--- config.mk ---
export PLATFORM = sky130hd
export DESIGN_NAME = decrement_timer
export DESIGN_NICKNAME = d
export VERILOG_FILES = /design/src/rtl/decrement_timer_pkg.sv /design/src/rtl/decrement_timer_sat_sub.sv /design/src/rtl/decrement_timer.sv
export SDC_FILE = /design/constraint.sdc
export NUM_CORES = 1
export LEC_CHECK = 0
export CAP_MARGIN = 20
export CORE_UTILIZATION = 39
export CTS_CLUSTER_DIAMETER = 120
export DETAILED_ROUTE_END_ITERATION = 10
export PLACE_DENSITY = 0.67
export SYNTH_ARGS = -nofsm -noshare
export SYNTH_HDL_FRONTEND = slang
export SYNTH_HIERARCHICAL = 1
export SYNTH_SLANG_ARGS = --single-unit
--- constraint.sdc ---
create_clock -name clk -period 9.4 [get_ports clk]
set_input_delay 0.94 -clock clk [delete_from_list [all_inputs] [get_ports clk]]
set_output_delay 0.94 -clock clk [all_outputs]
set_load 0.01 [all_outputs]
--- src/rtl/decrement_timer_pkg.sv ---
// -----------------------------------------------------------------------------
// decrement_timer_pkg
//
// Purpose : shared definitions for the decrement timer: the default counter
//           width, the FSM state encoding and a small state-decode helper.
//
// Contents:
//   DEFAULT_WIDTH  default width of the count, load value and step
//   state_t        FSM state encoding (IDLE, LOADED, RUN, PAUSED, DONE)
//   is_busy()      true for the states in which the timer owns the count
// -----------------------------------------------------------------------------
package decrement_timer_pkg;

    localparam int DEFAULT_WIDTH = 26;

    typedef enum logic [2:0] {
        ST_IDLE   = 3'd0,
        ST_LOADED = 3'd1,
        ST_RUN    = 3'd2,
        ST_PAUSED = 3'd3,
        ST_DONE   = 3'd4
    } state_t;

    // RUN and PAUSED are the only states in which a new load is refused.
    function automatic logic is_busy(input state_t s);
        return (s == ST_RUN) || (s == ST_PAUSED);
    endfunction

endpackage : decrement_timer_pkg

--- src/rtl/decrement_timer_sat_sub.sv ---
// -----------------------------------------------------------------------------
// sat_sub
//
// Purpose : unsigned subtractor that saturates at zero instead of wrapping.
//
// Ports:
//   a       input  WIDTH  minuend
//   b       input  WIDTH  subtrahend
//   diff    output WIDTH  a - b when a >= b, otherwise 0
//   borrow  output 1      high when b > a (the result was clamped)
// -----------------------------------------------------------------------------
module sat_sub #(
    parameter int WIDTH = 26
) (
    input  logic [WIDTH-1:0] a,
    input  logic [WIDTH-1:0] b,
    output logic [WIDTH-1:0] diff,
    output logic             borrow
);

    // One extra bit on the left captures the borrow out of the MSB.
    logic [WIDTH:0] w_ext;

    always_comb begin
        w_ext  = {1'b0, a} - {1'b0, b};
        borrow = w_ext[WIDTH];
        diff   = w_ext[WIDTH] ? '0 : w_ext[WIDTH-1:0];
    end

endmodule : sat_sub

--- src/rtl/decrement_timer.sv ---
// -----------------------------------------------------------------------------
// decrement_timer
//
// Purpose : loadable down-counter. A value is loaded through a valid/ready
//           handshake, then counted down by a per-cycle step while running.
//           Counting can be paused and resumed, and aborted at any time.
//           Reaching zero raises a one-cycle done pulse and, if the last step
//           was larger than what remained, a sticky underflow flag.
//
// Handshake: a load transfers on a rising edge where load_valid && load_ready.
//           load_ready is a pure decode of the state (high in IDLE, LOADED and
//           DONE) and never depends on load_valid; load_valid seen while
//           load_ready is low is dropped, it is not held pending.
//
// Ports:
//   clk          input  1      single clock, rising edge
//   GlobalReset  input  1      asynchronous active-low reset
//   load_valid   input  1      load request
//   load_value   input  WIDTH  value to load
//   load_ready   output 1      a load is accepted this cycle
//   decrement    input  WIDTH  step subtracted on each RUN cycle
//   start        input  1      begin / resume counting
//   pause        input  1      suspend counting
//   abort        input  1      return to IDLE, overrides everything
//   Out          output WIDTH  registered count
//   busy         output 1      high in RUN or PAUSED
//   done         output 1      one-cycle pulse on reaching zero
//   underflow    output 1      sticky: final step exceeded remaining count
//   o_dbg_state  output 3      current FSM state encoding (observation only)
// -----------------------------------------------------------------------------
module decrement_timer
    import decrement_timer_pkg::*;
#(
    parameter int WIDTH = DEFAULT_WIDTH
) (
    input  logic             clk,
    input  logic             GlobalReset,
    input  logic             load_valid,
    input  logic [WIDTH-1:0] load_value,
    output logic             load_ready,
    input  logic [WIDTH-1:0] decrement,
    input  logic             start,
    input  logic             pause,
    input  logic             abort,
    output logic [WIDTH-1:0] Out,
    output logic             busy,
    output logic             done,
    output logic             underflow,
    output logic [2:0]       o_dbg_state
);

    // -------------------------------------------------------------------------
    // State registers
    // -------------------------------------------------------------------------
    state_t           r_state;
    logic [WIDTH-1:0] r_out;
    logic             r_done;
    logic             r_underflow;

    // -------------------------------------------------------------------------
    // Next-state values and datapath wires
    // -------------------------------------------------------------------------
    state_t           w_state_nxt;
    logic [WIDTH-1:0] w_out_nxt;
    logic             w_done_nxt;
    logic             w_underflow_nxt;
    logic [WIDTH-1:0] w_diff;
    logic             w_borrow;
    logic             w_load_fire;
    logic             w_reaches_zero;

    sat_sub #(
        .WIDTH (WIDTH)
    ) u_sat_sub (
        .a      (r_out),
        .b      (decrement),
        .diff   (w_diff),
        .borrow (w_borrow)
    );

    assign load_ready  = !is_busy(r_state);
    assign busy        = is_busy(r_state);
    assign w_load_fire = load_valid && load_ready;

    // Out <= decrement: either the step overshoots (borrow) or lands exactly on
    // zero. A zero count with a zero step also lands here, which finishes a
    // timer that was started from zero.
    assign w_reaches_zero = w_borrow || (w_diff == '0);

    // -------------------------------------------------------------------------
    // Next-state / output logic
    // -------------------------------------------------------------------------
    always_comb begin
        w_state_nxt     = r_state;
        w_out_nxt       = r_out;
        w_done_nxt      = 1'b0;
        w_underflow_nxt = r_underflow;

        if (abort) begin
            w_state_nxt     = ST_IDLE;
            w_out_nxt       = '0;
            w_underflow_nxt = 1'b0;
        end else begin
            case (r_state)
                ST_IDLE: begin
                    if (w_load_fire) begin
                        w_state_nxt     = ST_LOADED;
                        w_out_nxt       = load_value;
                        w_underflow_nxt = 1'b0;
                    end
                end

                // A load in the same cycle as start wins; the timer re-loads
                // and waits for another start.
                ST_LOADED: begin
                    if (w_load_fire) begin
                        w_out_nxt       = load_value;
                        w_underflow_nxt = 1'b0;
                    end else if (start) begin
                        w_state_nxt = ST_RUN;
                    end
                end

                // pause is checked first so a paused cycle never subtracts.
                ST_RUN: begin
                    if (pause) begin
                        w_state_nxt = ST_PAUSED;
                    end else if (w_reaches_zero) begin
                        w_state_nxt     = ST_DONE;
                        w_out_nxt       = '0;
                        w_done_nxt      = 1'b1;
                        w_underflow_nxt = w_borrow;
                    end else begin
                        w_out_nxt = w_diff;
                    end
                end

                ST_PAUSED: begin
                    if (start && !pause) begin
                        w_state_nxt = ST_RUN;
                    end
                end

                // Out is already zero here; start is ignored.
                ST_DONE: begin
                    if (w_load_fire) begin
                        w_state_nxt     = ST_LOADED;
                        w_out_nxt       = load_value;
                        w_underflow_nxt = 1'b0;
                    end
                end

                default: begin
                    w_state_nxt     = ST_IDLE;
                    w_out_nxt       = '0;
                    w_underflow_nxt = 1'b0;
                end
            endcase
        end
    end

    // -------------------------------------------------------------------------
    // Registers
    // -------------------------------------------------------------------------
    always_ff @(posedge clk or negedge GlobalReset) begin
        if (!GlobalReset) begin
            r_state     <= ST_IDLE;
            r_out       <= '0;
            r_done      <= 1'b0;
            r_underflow <= 1'b0;
        end else begin
            r_state     <= w_state_nxt;
            r_out       <= w_out_nxt;
            r_done      <= w_done_nxt;
            r_underflow <= w_underflow_nxt;
        end
    end

    assign Out         = r_out;
    assign done        = r_done;
    assign underflow   = r_underflow;
    assign o_dbg_state = r_state;

endmodule : decrement_timer

==> flow_summary.toml, run 1 <==
[critical_path]
critPathLaunchType = "input pin"
max_stage_delay_ps = 460
path_cells = "clkdlybuf4s50_1, ha_1, inv_1, fa_1, a21oi_2, o22ai_1, a211o_1, a211oi_4, o21ai_2, a21boi_4, buf_4, nor4_1, nor4_1, nand4_1, o211ai_1, nand3_1"
slowest_stage = "clkdlybuf4s50_1"
cp_common_cell = "nor4_1"
cp_max_fo = 22
crit_type = "input pin to register"
worstSetupEndpointType = "register"
worstPathRequired_ps = 9560
r2r_setup_slack_ps = 5250
critPathArrivalTime_ps = 4970

[synth]
synth.ff_latch_count = 31
synth.avg_cell_area_sq_um = 8.35
synth_top_area_cell = "dfrtp_1"
syn_nets = 472
netlist_top_cells_area = "dfrtp_1, ha_1, a222oi_1"
syn_area_sq_um = 3230
synth_warnings = 6
netlist_instances = 387
yosysSeqAreaShare = 0.240
synth_edf_count = 0
synth_ff_type = "dfrtp_1"
synthTopCellsByCount = "inv_1, dfrtp_1, a21oi_1"
synth.top_cell.area_share = 0.240
ys_async_sr_fraction = 1.00
synth_cell_types = 64
yosysMostFrequentCell = "inv_1"

[floorplanning]
rows = 32
die_height_um = 93.0
start_util = 0.410
ioPinCount = 91
die_area_sq_um = 8650
die_w_um = 93.0
coreArea_sq_um = 7890

[timing]
timing.final.crit_share = 0.511
hold_viol_final = 0
clock.fmax_mhz = 208
layout_min_cycle_time_ps = 4810
setup_violations = 0
slew_violations = 0
setup_tns_ps = 0
rsz0062_at_grt = "no"
worstMarginPinSlew_ps = 856
slew_headroom = 0.426
finalClockSkew_ps = 3.87

[cts]
htreeDepth = 2
clock_tree.buffer_depth = 2
cts_tree = "built"
cts_sinks = 31
path_clk_slew_ps = 70
postCtsSetupBuffers = 0
clock_latency_ps = 290
cts_made_buffers = 5
cts_resized = 0
cts_root_buf = "clkbuf_8"
cts_hold_buf = 0

[drt]
wl_met2_um = 4610
viasPerCell = 5.86
wl_per_cell_um = 17.1
wl_met1_um = 4500
num_vias = 3370
met3_length_um = 589
drc_errors = 0
totalWireLength_um = 9860
first_iter_violations = 302
drtAntennaViolNets = 0
highest_layer = "met4"
firstDrtPassIters = 7

[cells_and_area]
layout-drive-gt1-share = 0.0867
layoutNonFillerInstCount = 575
fin_nets = 557
syn_to_final_growth_pct = 32.0
fillers = 761
n_antenna_cell = 0

[pwr]
leakagePower_nw = 2.02
powerDensity_nw_per_um2 = 107
ir_drop_mv = 0.0542

[grt]
grt_pass1_vias = 3224
grt_max_degree = 32
antenna_found_initial = 0
grt_pass1_wl_um = 15800
grt_usage = 0.231
grt.overflow.total = 0

[place]
dpl.hpwl_um = 7490
placedCellCount = 566
gp_congestion = 0.924
numPortBuffers = 90

[min_path]
worstHoldPathType = "register to register"

[run]
drv_cap = 0

[status]
outcome = "finished, final reports clean"
==> power by group <==
| part | switching, mW | internal, mW |
|---|---|---|
| clock network | 0.0538 | 0.0520 |
| registers | 0.00955 | 0.141 |
| logic | 0.105 | 0.0924 |
| total | 0.169 | 0.286 |
==> per-stage QoR <==
step	total power [mW]	hold slack [ps]	util	cell area [sq um]	setup slack [ps]
6_report	0.454	522	0.541	4260	4590
5_1_grt	0.483	557	0.541	4260	4290
4_1_cts	0.456	531	0.539	4250	4610
3_5_place_dp	0.349	509	0.528	4170	4320
3_3_place_gp	0.345	504	0.527	4160	4400
2_1_floorplan	0.278	544	-	3230	5600
==> registers in the layout (all words and copies together), names as in the netlist <==
name / flops
o_dbg_state: 3
Out: 26
underflow: 1
done: 1
==> metal layers <==
| metal | vias to the layer above | GRT usage |
|---|---|---|
| li1 | 1609 | - |
| met1 | 1616 | 0.316 |
| met2 | 132 | 0.379 |
| met3 | 13 | 0.0276 |
| met4 | 0 | 0.0731 |
| met5 | - | 0 |
==> area by class of cell <==
type | count | area (sq um) | share of cell area
timing repair buffer | 95 | 950 | 0.223
inverter | 59 | 221 | 0.0519
sequential | 31 | 776 | 0.182
multi-input combinational | 280 | 2110 | 0.494
tap | 102 | 128 | 0.0299
clock inverter | 1 | 5.00 | 0.00117
clock buffer | 7 | 76.3 | 0.0179
==> cells by family (layout without fill, tap and decap cells) <==
group,Yosys count,count (layout),share of synthesized area
multiplexers,3,3,0.00930
buffers and inverters,76,162,0.109
AND/OR/NAND/NOR,115,115,0.211
adder cells (fa/ha/maj),27,27,0.107
flip-flops,31,31,0.240
XOR/XNOR,14,14,0.0380
AO/OA/AOI/OAI,121,121,0.286
==> critical path: cells and delay by family <==
kind	cells	cell delay, ps
and+or+nand+nor	4	900
AOI/OAI and AO/OA	7	1650
adders and majority gates	2	570
buffers and inverters	3	900
==> cells in the final DEF (no fill, tap or decap), types with 8 or more instances in the layout <==
| cell | n |
|---|---|
| nand2_1 | 18 |
| nor2_1 | 13 |
| xnor2_1 | 8 |
| nor2_2 | 13 |
| dfrtp_1 | 31 |
| a222oi_1 | 26 |
| nor4_1 | 10 |
| ha_1 | 26 |
| a21o_1 | 13 |
| nor2b_1 | 9 |
| a21oi_1 | 28 |
| o21ai_0 | 12 |
| inv_1 | 59 |
| clkdlybuf4s50_1 | 90 |
==> path summary, 6_finish.rpt <==
path / start / depth (start not counted) / end
worst max register to register: Out[0] / 16 / underflow
max in group asynchronous: GlobalReset / 2 / Out[5]
worst max-delay path: decrement[0] / 16 / underflow
worst min register to register: Out[0] / 2 / Out[0]
min in group asynchronous: GlobalReset / 2 / Out[3]
worst min-delay path: Out[0] / 2 / Out[0]
Power figures use the tool's default switching activity.
==> inputs of run 2 (changes only) <==
==> constraint.sdc (replaced) <==
create_clock -name clk -period 5 [get_ports clk]
set_input_delay 0.5 -clock clk [delete_from_list [all_inputs] [get_ports clk]]
set_output_delay 0.5 -clock clk [all_outputs]
set_load 0.01 [all_outputs]
==> flow_summary.toml, run 2 (synthesis results as in run 1) <==
[drt]
wl_per_cell_um = 16.6
met3_length_um = 622
wl_met1_um = 4390
num_vias = 3315
drc_errors = 0
firstDrtPassIters = 8
totalWireLength_um = 9580
first_iter_violations = 315
wl_met2_um = 4470
highest_layer = "met4"
viasPerCell = 5.75
drtAntennaViolNets = 0

[timing]
clock.fmax_mhz = 240
hold_viol_final = 0
worst_slack_ps = 834
timing.final.crit_share = 0.833
slew_headroom = 0.480
setup_violations = 0
rsz0062_at_grt = "no"
finalClockSkew_ps = 2.63
layout_min_cycle_time_ps = 4170
worstMarginPinSlew_ps = 775
setup_tns_ps = 0
slew_violations = 0

[status]
outcome = "finished, final reports clean"

[floorplanning]
die_height_um = 93.0
die_w_um = 93.0
ioPinCount = 91
die_area_sq_um = 8650
start_util = 0.410
rows = 32
coreArea_sq_um = 7890

[pwr]
p_sw_mw = 0.320
swShare = 0.346
ir_drop_mv = 0.0990
share_comb_of_total_power = 0.405
pwr-share-seq = 0.307
p_int_mw = 0.603
clkPwrFrac = 0.288
powerDensity_nw_per_um2 = 214
leakagePower_nw = 2.05

[cells_and_area]
layout_commonest_cell = "clkdlybuf4s50_1"
fillers = 754
fin_nets = 559
syn_to_final_growth_pct = 33.5
n_antenna_cell = 0
postLayoutCellArea_sq_um = 4310
layout-drive-gt1-share = 0.0947
top_register = "Out"
final_cell_mix = "clkdlybuf4s50_1, inv_1, dfrtp_1"
largest_reg_flops = 26

[grt]
grt_max_degree = 32
grt_pass1_wl_um = 15500
antenna_found_initial = 0
grt_pass1_vias = 3152
grt_usage = 0.226
grt.overflow.total = 0

[cts]
cts_sinks = 31
clock_latency_ps = 280
cts_resized = 0
htreeDepth = 2
cts_hold_buf = 0
postCtsSetupBuffers = 0
cts_made_buffers = 5
path_clk_slew_ps = 70
clock_tree.buffer_depth = 2
cts_root_buf = "clkbuf_8"
cts_tree = "built"

[critical_path]
cp_max_fo = 9
critPathLaunchType = "input pin"
crit_type = "input pin to register"
worstSetupEndpointType = "register"
critPathArrivalTime_ps = 4330
worstPathRequired_ps = 5160
r2r_setup_slack_ps = 1040

[run]
drv_cap = 0

[min_path]
worstHoldPathType = "register to register"

[place]
post_dp_cell_area_sq_um = 4180
gp_congestion = 0.849
numPortBuffers = 90
dpl.hpwl_um = 7500
post-place-ws_ps = 578
run 2: worst paths after layout:
| path | start | to | cells past startpoint |
|---|---|---|---|
| min reg2reg | Out[22] | Out[22] | 2 |
| min | Out[22] | Out[22] | 2 |
| max in group asynchronous | GlobalReset | Out[20] | 2 |
| max | decrement[0] | underflow | 16 |
| max reg2reg | Out[0] | underflow | 16 |
| min in group asynchronous | GlobalReset | Out[4] | 2 |
run 2: cell type report:
| cell class | count | area [sq um] | area share |
|---|---|---|---|
| Clock buffer | 6 | 82.6 | 0.0192 |
| Clock inverter | 2 | 35.0 | 0.00813 |
| Inverter | 59 | 221 | 0.0514 |
| Multi-Input combinational cell | 280 | 2110 | 0.489 |
| Sequential cell | 31 | 776 | 0.180 |
| Tap cell | 102 | 128 | 0.0296 |
| Timing Repair Buffer | 97 | 961 | 0.223 |
run 2: power groups by stage:
stage                     Combinational, mW  Clock, mW  Sequential [mW]
final                                 0.374      0.266            0.283
after CTS                             0.370      0.277            0.283
after global placement                0.366          0            0.288
after detailed placement              0.368          0            0.288
after floorplan                       0.235          0            0.289
after global routing                  0.409      0.283            0.285
run 2: layer usage:
layer / global-route usage / vias up
met3: 0.0260 / 9
met4: 0.0577 / 0
met1: 0.323 / 1578
met2: 0.362 / 123
met5: 0 / -
li1: - / 1605
run 2: critical path, stage by stage:
cell and delay [ps]:
clkdlybuf4s50_1 460, ha_1 150, inv_1 60, fa_1 420, a21oi_2 160, o22ai_1 160, a211o_1 380, a211oi_4 280
o21ai_2 140, a21boi_4 390, buf_4 270, nor2_2 70, nor4_1 350, nand4_1 210, o211ai_1 220, nand3_1 90
run 2: stage by stage:
step | cells | hold slack (ps) | utilization | power, mW
6_report | 577 | 528 | 0.547 | 0.923
5_1_grt | 577 | 553 | 0.547 | 0.978
3_3_place_gp | 568 | 512 | 0.530 | 0.654
2_1_floorplan | 387 | 204 | - | 0.523
3_5_place_dp | 568 | 511 | 0.530 | 0.656
4_1_cts | 576 | 530 | 0.545 | 0.930
==> inputs of run 3 (changes only) <==
==> constraint.sdc (replaced) <==
create_clock -name clk -period 4 [get_ports clk]
set_input_delay 0.4 -clock clk [delete_from_list [all_inputs] [get_ports clk]]
set_output_delay 0.4 -clock clk [all_outputs]
set_load 0.01 [all_outputs]
==> flow_summary.toml, run 3 (synthesis results as in run 1) <==
[cells_and_area]
layout-drive-gt1-share = 0.112
fin_nets = 568
n_antenna_cell = 0
final_cell_mix = "clkdlybuf4s50_1, inv_1, dfrtp_1"
largest_reg_flops = 26
layout_commonest_cell = "clkdlybuf4s50_1"
top_register = "Out"
syn_to_final_growth_pct = 35.4

[drt]
totalWireLength_um = 10100
firstDrtPassIters = 6
viasPerCell = 5.72
num_vias = 3349
drc_errors = 0
first_iter_violations = 361
wl_per_cell_um = 17.2
drtAntennaViolNets = 0

[critical_path]
worstPathRequired_ps = 4220
path_cells = "clkdlybuf4s50_1, inv_1, ha_1, a21oi_2, o21ai_0, a211o_1, a211oi_4, o21ai_2, a21boi_4, buf_12, buf_4, nor3_4, a222oi_1, inv_1"
path_buf_inv = 5
max_stage_delay_ps = 940
critPathLaunchType = "input pin"
cp_max_fo = 27
crit_family = "compound AO/OA/AOI/OAI gates"
reg2reg_from = "Out[0]"
crit_type = "input pin to register"
timing.rr.end = "Out[15]"
cp_common_cell = "inv_1"
r2r_setup_slack_ps = 330
critPathArrivalTime_ps = 3980
worstSetupEndpointType = "register"
ff2ff_path_depth = 15
slowest_stage = "nor3_4"

[status]
outcome = "finished, final reports clean"

[place]
dpl.hpwl_um = 7770
gp_congestion = 0.917
post-place-ws_ps = -143
numPortBuffers = 90

[cts]
clock_latency_ps = 280
cts_sinks = 31
cts_root_buf = "clkbuf_8"
cts_tree = "built"
cts_made_buffers = 5
cts_hold_buf = 0
path_clk_slew_ps = 70
clock_tree.buffer_depth = 2
htreeDepth = 2

[timing]
slew_violations = 0
finalClockSkew_ps = 4.46
setup_violations = 0
hold_viol_final = 0
clock.fmax_mhz = 266
worst_slack_ps = 240
worstMarginPinSlew_ps = 1150
slew_headroom = 0.230
timing.final.crit_share = 0.940
layout_min_cycle_time_ps = 3760

[pwr]
powerDensity_nw_per_um2 = 250
leakagePower_nw = 2.08
ir_drop_mv = 0.125
p_total_mw = 1.09

[floorplanning]
ioPinCount = 91
rows = 32
die_w_um = 93.0
die_height_um = 93.0
coreArea_sq_um = 7890
die_area_sq_um = 8650
start_util = 0.410

[grt]
grt_max_degree = 32
grt_pass1_wl_um = 16500
grt_pass1_vias = 3323
grt.overflow.total = 0
grt_usage = 0.243
antenna_found_initial = 0

[run]
drv_cap = 0

[min_path]
worstHoldPathType = "input pin to async pin"
-- run 3: changes by cell type in the layout (fill, tap and decap cells not counted), moves of 2 or more --
cell | previous run | this run
nor4_2 | 0 | 2
clkbuf_1 | 0 | 2
buf_12 | 0 | 2
buf_4 | 6 | 14
nor4_1 | 10 | 8
-- run 3: timing repair --
action / 4_1_cts / 5_1_grt
setup endpoints to repair: 0 / 4
resized for setup: 0 / 2
buffers inserted: 0 / 2
-- run 3: cell type report --
class | count | area (sq um)
clock inverters | 1 | 5.00
multi-input cells | 280 | 2120
fillers | 714 | 3510
flip-flops and latches | 31 | 776
clock buffers | 7 | 76.3
inverters | 59 | 221
repair buffers | 106 | 1050
well taps | 102 | 128
-- run 3: power breakdown --
group / switching [mW] / total, mW / internal, mW
Sequential: 0.0226 / 0.354 / 0.332
Clock: 0.128 / 0.250 / 0.122
Combinational: 0.255 / 0.491 / 0.235
Total: 0.406 / 1.09 / 0.689
-- run 3: worst reg2reg max path, delay by kind of cell, from the launching register on --
family	cells	cell delay (ps)
adder cells (fa/ha/maj)	2	430
flip-flops	1	370
AND/OR/NAND/NOR	1	940
buffers and inverters	5	530
AO/OA/AOI/OAI	7	1350
-- run 3: through the flow --
step / TNS, ps / hold WS, ps / utilization / instances / cell area, sq um
after floorplan: 0 / 104 / - / 387 / 3230
after global placement: -80.6 / 516 / 0.539 / 576 / 4250
after detailed placement: -510 / 514 / 0.539 / 576 / 4250
after CTS: 0 / 535 / 0.549 / 584 / 4330
after global routing: -41.6 / 571 / 0.554 / 586 / 4370
final: 0 / 532 / 0.554 / 586 / 4370
-- run 3: layer usage --
| metal | vias to the layer above | global-route usage | wire (um) | part of all wire |
|---|---|---|---|---|
| met5 | - | 0 | 0 | 0 |
| met4 | 0 | 0.0667 | 96 | 0.0095 |
| met3 | 7 | 0.0317 | 623 | 0.062 |
| met2 | 136 | 0.388 | 4650 | 0.46 |
| met1 | 1577 | 0.342 | 4690 | 0.47 |
| li1 | 1629 | - | - | - |
-- run 3: worst max-delay path by stage --
stage | from | end | slack, ps | cells past startpoint
2_1_floorplan | Out[0] | underflow | 660 | 16
3_5_place_dp | decrement[0] | done | -140 | 16
3_3_place_gp | decrement[0] | done | -30 | 16
5_1_grt | decrement[0] | underflow | -30 | 17
6_report | decrement[9] | Out[15] | 240 | 14
4_1_cts | decrement[0] | done | 140 | 16
